`config.mk`:
```
export PLATFORM = sky130hd
export DESIGN_NAME = hazard_scoreboard
export DESIGN_NICKNAME = d
export VERILOG_FILES = /design/src/rtl/hz_pkg.sv /design/src/rtl/md_busy_timer.sv /design/src/rtl/hazard_scoreboard.sv
export SDC_FILE = /design/constraint.sdc
export NUM_CORES = 1
export LEC_CHECK = 0
export ABC_AREA = 1
export CAP_MARGIN = 0
export CORE_ASPECT_RATIO = 1.2
export CORE_MARGIN = 10
export CORE_UTILIZATION = 30
export CTS_BUF_LIST = sky130_fd_sc_hd__clkbuf_8
export DETAILED_ROUTE_END_ITERATION = 10
export GPL_TIMING_DRIVEN = 0
export MAX_ROUTING_LAYER = met4
export PLACE_DENSITY = 0.58
export SYNTH_ARGS = -nofsm -noshare
export SYNTH_HDL_FRONTEND = slang
export SYNTH_SLANG_ARGS = --single-unit
```
`constraint.sdc`:
```
create_clock -name clk -period 3.5 [get_ports clk]
set_input_delay 0.525 -clock clk [delete_from_list [all_inputs] [get_ports clk]]
set_output_delay 0.525 -clock clk [all_outputs]
set_load 0.1 [all_outputs]
```
`src/rtl/hz_pkg.sv`:
```
// Shared encodings and the scoreboard entry type for the ID-stage hazard unit.
// The entry field widths fix the register-address and tnew widths used by hazard_scoreboard.
package hz_pkg;

  localparam int HZ_RAW      = 5;
  localparam int HZ_TW       = 2;
  localparam int FWD_RF      = 0;
  localparam int HZ_MULT_CYC = 5;
  localparam int HZ_DIV_CYC  = 10;

  localparam logic [HZ_TW-1:0] TUSE_NEVER = '1;

  typedef struct packed {
    logic [HZ_RAW-1:0] a3;
    logic              we;
    logic [HZ_TW-1:0]  tnew;
  } sb_entry_t;

endpackage

```
`src/rtl/md_busy_timer.sv`:
```
// Countdown timer for the multi-cycle mult/div unit; busy while the count is nonzero.
module md_busy_timer #(
  parameter int CW = 4
) (
  input  logic          clk,
  input  logic          reset,
  input  logic          load_en,
  input  logic [CW-1:0] load_val,
  output logic          busy
);

  logic [CW-1:0] cnt;

  always_ff @(posedge clk) begin
    if (reset) begin
      cnt <= '0;
    end else if (load_en) begin
      cnt <= load_val;
    end else if (cnt != '0) begin
      cnt <= cnt - 1'b1;
    end
  end

  assign busy = (cnt != '0);

endmodule

```
`src/rtl/hazard_scoreboard.sv`:
```
// ID-stage stall/forward controller backed by a shifting scoreboard of in-flight writers.
// Optional stall-cycle counter is built only when HZ_STALL_COUNTER_EN is defined.
module hazard_scoreboard
  import hz_pkg::*;
#(
  parameter int STAGES   = 3,
  parameter int RAW      = HZ_RAW,
  parameter int TW       = HZ_TW,
  parameter int MULT_CYC = HZ_MULT_CYC,
  parameter int DIV_CYC  = HZ_DIV_CYC,
  parameter int FSW      = 3
) (
  input  logic           clk,
  input  logic           reset,
  input  logic           id_valid,
  input  logic [RAW-1:0] id_rs,
  input  logic [RAW-1:0] id_rt,
  input  logic [TW-1:0]  id_tuse_rs,
  input  logic [TW-1:0]  id_tuse_rt,
  input  logic [RAW-1:0] id_a3,
  input  logic           id_regwrite,
  input  logic [TW-1:0]  id_tnew,
  input  logic           id_md_type,
  input  logic           id_md_start,
  input  logic           id_md_div,
  output logic           stall,
  output logic [FSW-1:0] fwd_rs_sel,
  output logic [FSW-1:0] fwd_rt_sel,
  output logic           md_busy,
  output logic [31:0]    stall_cnt
);

  localparam int MD_MAX = (DIV_CYC > MULT_CYC) ? DIV_CYC : MULT_CYC;
  localparam int CW     = $clog2(MD_MAX + 1);

  sb_entry_t sb [1:STAGES];
  logic      hz_rs;
  logic      hz_rt;
  logic      issue;
  logic      md_load;
  logic [CW-1:0] md_load_val;

  function automatic logic [HZ_TW-1:0] tnew_dec_sat(input logic [HZ_TW-1:0] t);
    return (t == '0) ? '0 : t - 1'b1;
  endfunction

  function automatic logic src_match(input sb_entry_t e, input logic [RAW-1:0] src);
    return e.we && (e.a3 == src) && (src != '0);
  endfunction

  // Hazard compare: walk oldest to youngest so the youngest matching stage wins the select
  always_comb begin
    hz_rs      = 1'b0;
    hz_rt      = 1'b0;
    fwd_rs_sel = FSW'(FWD_RF);
    fwd_rt_sel = FSW'(FWD_RF);
    for (int k = STAGES; k >= 1; k--) begin
      if (src_match(sb[k], id_rs)) begin
        fwd_rs_sel = FSW'(k);
        if (id_tuse_rs < sb[k].tnew) hz_rs = 1'b1;
      end
      if (src_match(sb[k], id_rt)) begin
        fwd_rt_sel = FSW'(k);
        if (id_tuse_rt < sb[k].tnew) hz_rt = 1'b1;
      end
    end
  end

  assign stall = id_valid & (hz_rs | hz_rt | (id_md_type & md_busy));
  assign issue = id_valid & ~stall;

  // Scoreboard shift: a3 is pure data, only we/tnew are cleared by reset
  always_ff @(posedge clk) begin
    for (int k = STAGES; k >= 2; k--) begin
      sb[k].a3 <= sb[k-1].a3;
    end
    sb[1].a3 <= id_a3;
    if (reset) begin
      for (int k = 1; k <= STAGES; k++) begin
        sb[k].we   <= 1'b0;
        sb[k].tnew <= '0;
      end
    end else begin
      for (int k = STAGES; k >= 2; k--) begin
        sb[k].we   <= sb[k-1].we;
        sb[k].tnew <= tnew_dec_sat(sb[k-1].tnew);
      end
      sb[1].we   <= issue & id_regwrite & (id_a3 != '0);
      sb[1].tnew <= issue ? id_tnew : '0;
    end
  end

  assign md_load     = issue & id_md_start;
  assign md_load_val = id_md_div ? CW'(DIV_CYC) : CW'(MULT_CYC);

  md_busy_timer #(
    .CW(CW)
  ) u_md_timer (
    .clk     (clk),
    .reset   (reset),
    .load_en (md_load),
    .load_val(md_load_val),
    .busy    (md_busy)
  );

`ifdef HZ_STALL_COUNTER_EN
  logic [31:0] stall_cnt_q;

  always_ff @(posedge clk) begin
    if (reset) begin
      stall_cnt_q <= '0;
    end else if (stall) begin
      stall_cnt_q <= stall_cnt_q + 32'd1;
    end
  end

  assign stall_cnt = stall_cnt_q;
`else
  assign stall_cnt = '0;
`endif

endmodule

```
==> metrics.txt, run 1 <==
die area approximately 10000 µm²; largest net degree at the start of global routing 17; FF-to-FF Start u_md_timer.cnt[0]$_SDFFE_PP0P_; most frequent cell after synthesis nand2_1; Post-Synthesis Cells approximately 300; Area Growth Syn to Fin 31.03%; LEAKAGE 1.412 nW; Reg2Reg Capture Point u_md_timer.cnt[1]$_SDFFE_PP0P_; DR WL/cell just over 10 µm; clk buf depth 2; share of cells above drive strength 1 a little under a fifth; critical path class input port to primary output; post-synthesis async set-or-reset flop share 0%; non-filler cells, final 452; antenna-violating nets left 0; worst min path class register to register; status completed; starting DRC count in detailed routing 90; Worst R2R Path Depth 11; die width around 95 µm; CTS Hold Bufs 0; post-synthesis compound-gate area fraction 4.984%; top-level port count 68; maximum vdd drop approximately 0.00054 V; core area around 6500 µm²; post-synthesis xor/xnor area fraction ~3.9%; crit start category input port; Post-route DRC 0; sequential area share after synthesis between 20% and 30%; Syn. warnings 0; worst path arrival time 2.73 ns; Final Hold Fails 0; Setup crit end kind primary output; Post-Syn Area roughly 2000 µm²; fin crit share ~93%; die height 109.6 µm; count of final setup violators 0; Cell variety after synth 27; clock-pin slew on the worst setup and hold paths 0.10 ns; Post-synth EDFFs 0; Remaining Overflow, GRT 0; gr usage total under 10%; Avg Cell Area, Syn roughly 6.7 µm²; Worst-Skew Late Latency between 0.2 and 0.3 ns; global-route wire length before repair 7741 µm; fin nets just over 400; Setup Fix Bufs, Post-CTS 0; setup TNS 0 ns; TritonCTS Sinks 28; Placed Area 2562 µm²; Post-DP HPWL 4139 µm; max cap viols 0; synth cell count leaders nand2_1, inv_1, buf_4; Synth area leader dfxtp_1; Placed Cells incl. Taps ~450; Final Skew 0.003107 ns; Post-Synth Simple-Gate Area 34.89%; largest family of logic cells by synthesized area simple AND/OR/NAND/NOR gates; vias in the first global route roughly 1700; initial antenna violation count 0; Power, Total between 1 and 1.5 mW; Starting Density about 31%; Yosys reg bits 28; final core utilization between 40% and 50%; ys flop type dfxtp_1; buffers added on ports 32; fin crit period about 3.3 ns; Max FO, Critical Path 5; P per Cell Area about 460 nW/µm²; # diodes 0; row count 32; Fmax 307.3 MHz; drt pass-1 iters 4; r2r setup slk between 1.5 and 2 ns; gpl congestion 0.8173; final instance area 2631 µm²; clock buffer count from CTS 3; root buf cell clkbuf_8; hold path start sb[0][19]$_DFF_P_; FILL cells 692; Routed WL 4663 µm; Post-Synth Adder-Cell Area under 10%; RSZ-0062 raised after global routing false; CTS tree yes; Slew Limit Fails 0; multiplexer area fraction after synthesis 0%; Hold Path End sb[0][27]$_DFF_P_; H-tree levels 1; worst path required time 2.97 ns; via count about 1800; Area contributors post-synth dfxtp_1, nand2_1, buf_4; Slew @ Worst Pin 0.9863 ns; vias per inst between 3 and 4; Slew headroom about a third; Hold Path Stages 0; Synth top area share approximately 28%
==> report_power, final <==
group	switching [mW]	internal [mW]	total, mW
combinational	0.415	0.171	0.587
sequential	0.0195	0.352	0.372
clock	0.106	0.153	0.259
==> metrics by stage <==
step / hold WS (ns) / setup WS, ns
6_report: 0.3867 / 0.2458
3_3_place_gp: 0.3750 / -0.1471
4_1_cts: 0.3889 / 0.01090
2_1_floorplan: 0.3638 / 0.4267
5_1_grt: 0.3980 / 0.05761
3_5_place_dp: 0.3743 / -0.1421
==> timing repair <==
action	in CTS	in global routing
setup endpoints to repair	3	3
gates resized for setup	3	4
pin swaps	0	0
==> cells in the final DEF (no fill, tap or decap), types with 2 or more instances in the layout <==
master	instances
dfxtp_1	28
nand3_2	5
clkdlybuf4s50_1	27
nor2_2	5
dlygate4sd2_1	2
conb_1	34
nor2_1	22
clkbuf_8	3
inv_1	37
ha_1	10
dlymetal6s2s_1	2
buf_4	34
nand2_1	90
xor2_1	2
inv_2	9
clkinv_1	2
a21oi_1	13
nor3_1	5
nor2_4	3
nand2_2	3
xnor2_1	7
nand3_1	12
==> state kept, by name (all words and copies together) (netlist names) <==
name and cells:
sb 24, u_md_timer.cnt 4
==> worst max-delay path, stage by stage <==
cell	delay, ns
clkdlybuf4s50_1	0.53
inv_2	0.08
nand2_1	0.07
nand2_1	0.05
inv_1	0.04
nand2_1	0.04
nor2_1	0.23
nand2_1	0.09
a22oi_1	0.17
dlygate4sd2_1	0.89
==> worst max-delay path by stage <==
| stage | start | end | slack (ns) | cells past startpoint |
|---|---|---|---|---|
| after global placement | id_rt[3] | stall | -0.15 | 12 |
| final | id_rt[3] | fwd_rt_sel[1] | 0.25 | 10 |
| after global routing | id_rt[3] | fwd_rt_sel[1] | 0.06 | 10 |
| after floorplan | u_md_timer.cnt[0]$_SDFFE_PP0P_ | stall | 0.43 | 7 |
| after detailed placement | id_rt[3] | stall | -0.14 | 12 |
| after CTS | id_rt[3] | fwd_rt_sel[0] | 0.01 | 9 |
==> cell type report <==
type	count	area, µm²	area share [%]
Clock inverter	1	30.03	1.141
Buffer	35	259.0	9.843
Multi-Input combinational cell	220	1136	43.18
Tap cell	85	106.4	4.042
Timing Repair Buffer	32	317.8	12.08
Inverter	48	180.2	6.847
Clock buffer	3	41.29	1.569
Sequential cell	28	560.5	21.30
==> kinds of logic after synthesis <==
kind of cell,after synthesis
other,1
adders and majority gates,10
xor gates and xnor gates,9
buffers and inverters,83
DFF,28
and+or+nand+nor,149
AOI/OAI and AO/OA,18
==> per-layer routing <==
metal	GRT usage [%]	part of all wire, %
met1	10.63	43
met2	15.77	48
met3	2.729	8.5
met4	2.248	0.54
met5	-	0
No activity file was read; power rests on OpenSTA's default activity.
==> run 2, diff against run 1 <==
Settings changed: ABC_AREA 1 to 0, PLACE_DENSITY 0.58 to 0.6, SKIP_LAST_GASP from default to 1.
==> metrics.txt, run 2 <==
TritonCTS Sinks 28; via count between 1000 and 1500; buffers added on ports 32; Reg2Reg Capture Point u_md_timer.cnt[1]$_SDFFE_PP0P_; clk buf depth 2; fin crit period ~3.4 ns; Slew headroom 34.90%; critical path class input port to primary output; hold path start sb[0][19]$_DFF_P_; clock-pin slew on the worst setup and hold paths 0.09 ns; Slew Limit Fails 0; Post-Synthesis Cells ~190; # diodes 0; final core utilization about two fifths; post-synthesis async set-or-reset flop share 0%; CTS tree yes; ys flop type dfxtp_1; Area Growth Syn to Fin 33.26%; max cap viols 0; r2r setup slk approximately 1.0 ns; Avg Cell Area, Syn 9.195 µm²; top flop regs sb: 24 flops, u_md_timer.cnt: 4 flops; Remaining Overflow, GRT 0; Setup crit end kind primary output; met3 WL 352 µm; status completed; share of cells above drive strength 1 between 10% and 20%; Area contributors post-synth dfxtp_1, xnor2_1, buf_4; Synth top area share between 30% and 40%; worst path arrival time ~2.9 ns; most frequent cells in the layout buf_4, conb_1, xnor2_1; gr usage total under 10%; row count 30; die area roughly 9300 µm²; Fmax approximately 300 MHz; top routing layer used met4; synth cell count leaders buf_4, xnor2_1, dfxtp_1; LEAKAGE around 0.97 nW; vias in the first global route about 1300; Routed WL just over 4000 µm; fin nets 297; starting DRC count in detailed routing 36; Place WS -0.7002 ns; P per Cell Area 490.2 nW/µm²; fin crit share between 90% and 100%; Slew @ Worst Pin 0.9734 ns; Largest Register sb; met1 wire length about 1800 µm; Worst R2R Path Depth 7; final setup margin 0.08804 ns; drt pass-1 iters 4; clock buffer count from CTS 3; Post-synth EDFFs 0; met2 WL post-DR between 1500 and 2000 µm; die height between 100 and 150 µm; Post-DP HPWL 3519 µm; Starting Density 30.87%; H-tree levels 1; Max FO, Critical Path 4; Post-Syn Area ~1700 µm²; Syn. warnings 0; initial antenna violation count 0; Final Hold Fails 0; Hold Path Stages 0; vias per inst about 4.3; most frequent cell after synthesis buf_4; sequential area share after synthesis between 30% and 40%; core area approximately 5600 µm²; worst min path class register to register; Worst-Skew Late Latency roughly 0.27 ns; global-route wire length before repair 6161 µm; count of final setup violators 0; RSZ-0062 raised after global routing true; Yosys reg bits 28; Cell variety after synth 35; CTS Hold Bufs 0; Final Skew about 0.0053 ns; gpl congestion between 0.7 and 0.8; DR WL/cell roughly 13 µm; Setup crit start id_rt[1]; FF-to-FF Start u_md_timer.cnt[0]$_SDFFE_PP0P_; root buf cell clkbuf_8; max reg flops 24; Power, Total between 1 and 1.5 mW; antenna-violating nets left 0; largest net degree at the start of global routing 15; worst path required time 2.97 ns; die width 89.48 µm; top-level port count approximately 70; Post-route DRC 0; maximum vdd drop about 0.00033 V; crit start category input port; Hold Path End sb[0][27]$_DFF_P_; Synth area leader dfxtp_1; most common cell after layout, fill and taps aside buf_4
[run 2: power by group]
group	total, mW	switching (mW)	leakage (nW)	internal, mW
clock	0.173	0.0954	0.0216	0.0773
sequential	0.382	0.0260	0.233	0.356
combinational	0.580	0.400	0.718	0.180
total	1.14	0.522	0.973	0.613
[run 2: final cells by class]
class                      instances  area (µm²)
fill                             576        3314
multi-input combinational        149        1021
timing repair buffer              32       316.6
buffer                            36       262.8
clock buffer                       3       41.29
tap                               64       80.08
sequential                        28       560.5
inverter                           9       33.78
[run 2: how the worst max path moves through the flow]
stage	to	slack [ns]	cells after the start
CTS	stall	-0.02	8
floorplan	stall	0.04	7
global placement	stall	-0.69	8
global route	stall	-0.03	8
detailed placement	stall	-0.70	8
finish	stall	0.09	8
[run 2: logic make-up (layout without fill, tap and decap cells)]
| family | Yosys count | after routing | share of synthesized area, % |
|---|---|---|---|
| and+or+nand+nor | 53 | 53 | 18.58 |
| buffers and inverters | 45 | 80 | 17.06 |
| xor gates and xnor gates | 32 | 32 | 16.13 |
| DFF | 28 | 28 | 32.25 |
| AOI/OAI and AO/OA | 20 | 20 | 8.567 |
| adders and majority gates | 10 | 10 | 7.199 |
| other | 1 | 34 | 0.2158 |
[run 2: critical path, stage by stage]
cell and delay (ns):
clkdlybuf4s50_1 0.54, or4_4 0.61, o211ai_2 0.21, a2111oi_0 0.12, a2111o_1 0.42, nor2_2 0.17, nor2_1 0.06, buf_4 0.23
[run 2: repair_timing]
action | CTS | global route
setup endpoints to repair | 5 | 3
resized for setup | 16 | 5
pin swaps | 0 | 0
setup buffers | 0 | 0
[run 2: per-layer routing]
layer	up-vias	global-route usage, %
li1	724	-
met1	602	9.913
met2	52	14.44
met3	5	1.332
met4	0	5.147
met5	-	-
[run 2: metrics by stage]
stage          TNS (ns)  cells  cell area (µm²)  hold WS, ns
2_1_floorplan         0    222             1869       0.3755
3_3_place_gp     -2.241    318             2270       0.3816
3_5_place_dp     -2.290    318             2270       0.3851
4_1_cts        -0.01973    321             2310       0.3922
5_1_grt        -0.02842    321             2316       0.4021
6_report              0    321             2316       0.3945
==> run 3, diff against run 2 <==
Settings changed: CORE_UTILIZATION 30 to 49, PLACE_DENSITY 0.6 to 0.9.
==> metrics.txt, run 3 (same netlist as run 2, synthesis figures left out) <==
maximum vdd drop 0.0003614 V; CTS tree yes; fin nets about 300; share of cells above drive strength 1 around a fifth; Slew Limit Fails 0; Hold Path End sb[0][23]$_DFF_P_; Hold Path Stages 0; Place WS -0.6780 ns; fin crit period roughly 3.4 ns; Fmax 294.5 MHz; antenna-violating nets left 0; worst path required time between 2 and 3 ns; Slew @ Worst Pin 0.9680 ns; Worst R2R Path Depth 7; worst min path class register to register; met1 Resource Use GR between 10% and 20%; critical path class input port to primary output; CTS Hold Bufs 0; RSZ-0062 raised after global routing true; Remaining Overflow, GRT 0; die area approximately 6300 µm²; Area Growth Syn to Fin 31.75%; final core utilization roughly two thirds; most frequent cells in the layout buf_4, conb_1, xnor2_1; Final Skew approximately 0.0018 ns; FILL cells between 200 and 300; final setup margin about 0.10 ns; Post-route DRC 0; GR met3 Demand/Resource under 10%; Starting Density between 50 and 60%; met2 Use GR approximately a fifth; row count 23; drt pass-1 iters 4; Slew headroom around a third; r2r setup slk 1.13 ns; Reg2Reg Capture Point u_md_timer.cnt[1]$_SDFFE_PP0P_; initial antenna violation count 0; LEAKAGE between 0.9 and 1 nW; die width around 74 µm; FF-to-FF Start u_md_timer.cnt[0]$_SDFFE_PP0P_; vias in the first global route roughly 1400; Final Hold Fails 0; starting DRC count in detailed routing 24; clock-pin slew on the worst setup and hold paths approximately 0.09 ns; setup TNS 0 ns; max reg flops 24; count of final setup violators 0; DR WL/cell approximately 13 µm; buffers added on ports 32; largest net degree at the start of global routing 16; Max FO, Critical Path 4; core area about 3400 µm²; fin crit share a little over nine tenths; worst path arrival time 2.87 ns; Largest Register sb; TritonCTS Sinks 28; global-route wire length before repair 6175 µm; max cap viols 0; top-level port count between 60 and 70; clk buf depth 2; # diodes 0; gr busiest metal met2; gr usage total about an eighth; die height 85.24 µm; most common cell after layout, fill and taps aside buf_4; clock buffer count from CTS 3; via count 1380; hold path start sb[0][15]$_DFF_P_; Worst-Skew Late Latency 0.27 ns; root buf cell clkbuf_8; Setup crit end kind primary output; Routed WL between 3000 and 4000 µm; P per Cell Area roughly 500 nW/µm²; gpl congestion around 0.87; status completed; Post-DP HPWL 3295 µm; vias per inst between 4 and 5; crit start category input port; H-tree levels 1; top flop regs sb: 24 flops, u_md_timer.cnt: 4 flops
run 3: cell count changes in the layout (fill, tap and decap cells not counted), sizes merged:
| cell | previous run | this run |
|---|---|---|
| clkbuf | 6 | 7 |
run 3: repair_timing:
item                                    4_1_cts  5_1_grt
gates resized for setup                      13        7
endpoints found under the setup margin        5        2
buffers inserted                              0        0
run 3: through the flow:
step,instances,cell area (µm²),power (mW),hold WS (ns)
detailed placement,291,2236,0.9631,0.3864
global placement,291,2236,0.9554,0.3795
floorplan,222,1869,0.8599,0.3755
CTS,295,2295,1.157,0.4010
global route,295,2290,1.217,0.4140
finish,295,2290,1.155,0.4010
run 3: worst max-delay path, stage by stage:
cell,delay [ns]
clkdlybuf4s50_1,0.51
or4_4,0.60
o211ai_2,0.21
a2111oi_0,0.12
a2111o_1,0.43
nor2_2,0.18
nor2_1,0.06
buf_4,0.23
run 3: worst max path at each step:
| stage | from | end | cells after the start |
|---|---|---|---|
| detailed placement | id_rt[1] | stall | 8 |
| global route | id_rt[1] | stall | 8 |
| finish | id_rt[1] | stall | 8 |
| CTS | id_rt[1] | stall | 8 |
| floorplan | id_rt[0] | stall | 7 |
| global placement | id_rt[1] | stall | 8 |
run 3: per-layer routing:
metal / vias to the layer above / share of wire [%]
met5: - / 0
met4: 0 / 2.2
met3: 7 / 9.1
met2: 48 / 49
met1: 604 / 40
li1: 721 / -
run 3: final cells by class:
cell class | count | area, µm² | share of cell area (%)
Buffer | 36 | 262.8 | 11.48
Clock buffer | 4 | 55.05 | 2.404
Inverter | 9 | 33.78 | 1.475
Multi-Input combinational cell | 149 | 1015 | 44.32
Sequential cell | 28 | 560.5 | 24.48
Tap cell | 37 | 46.29 | 2.022
Timing Repair Buffer | 32 | 316.6 | 13.83
run 3: where the power goes:
group	switching, mW	internal [mW]
sequential	0.0269	0.356
clock	0.0945	0.101
combinational	0.397	0.180
total	0.518	0.637
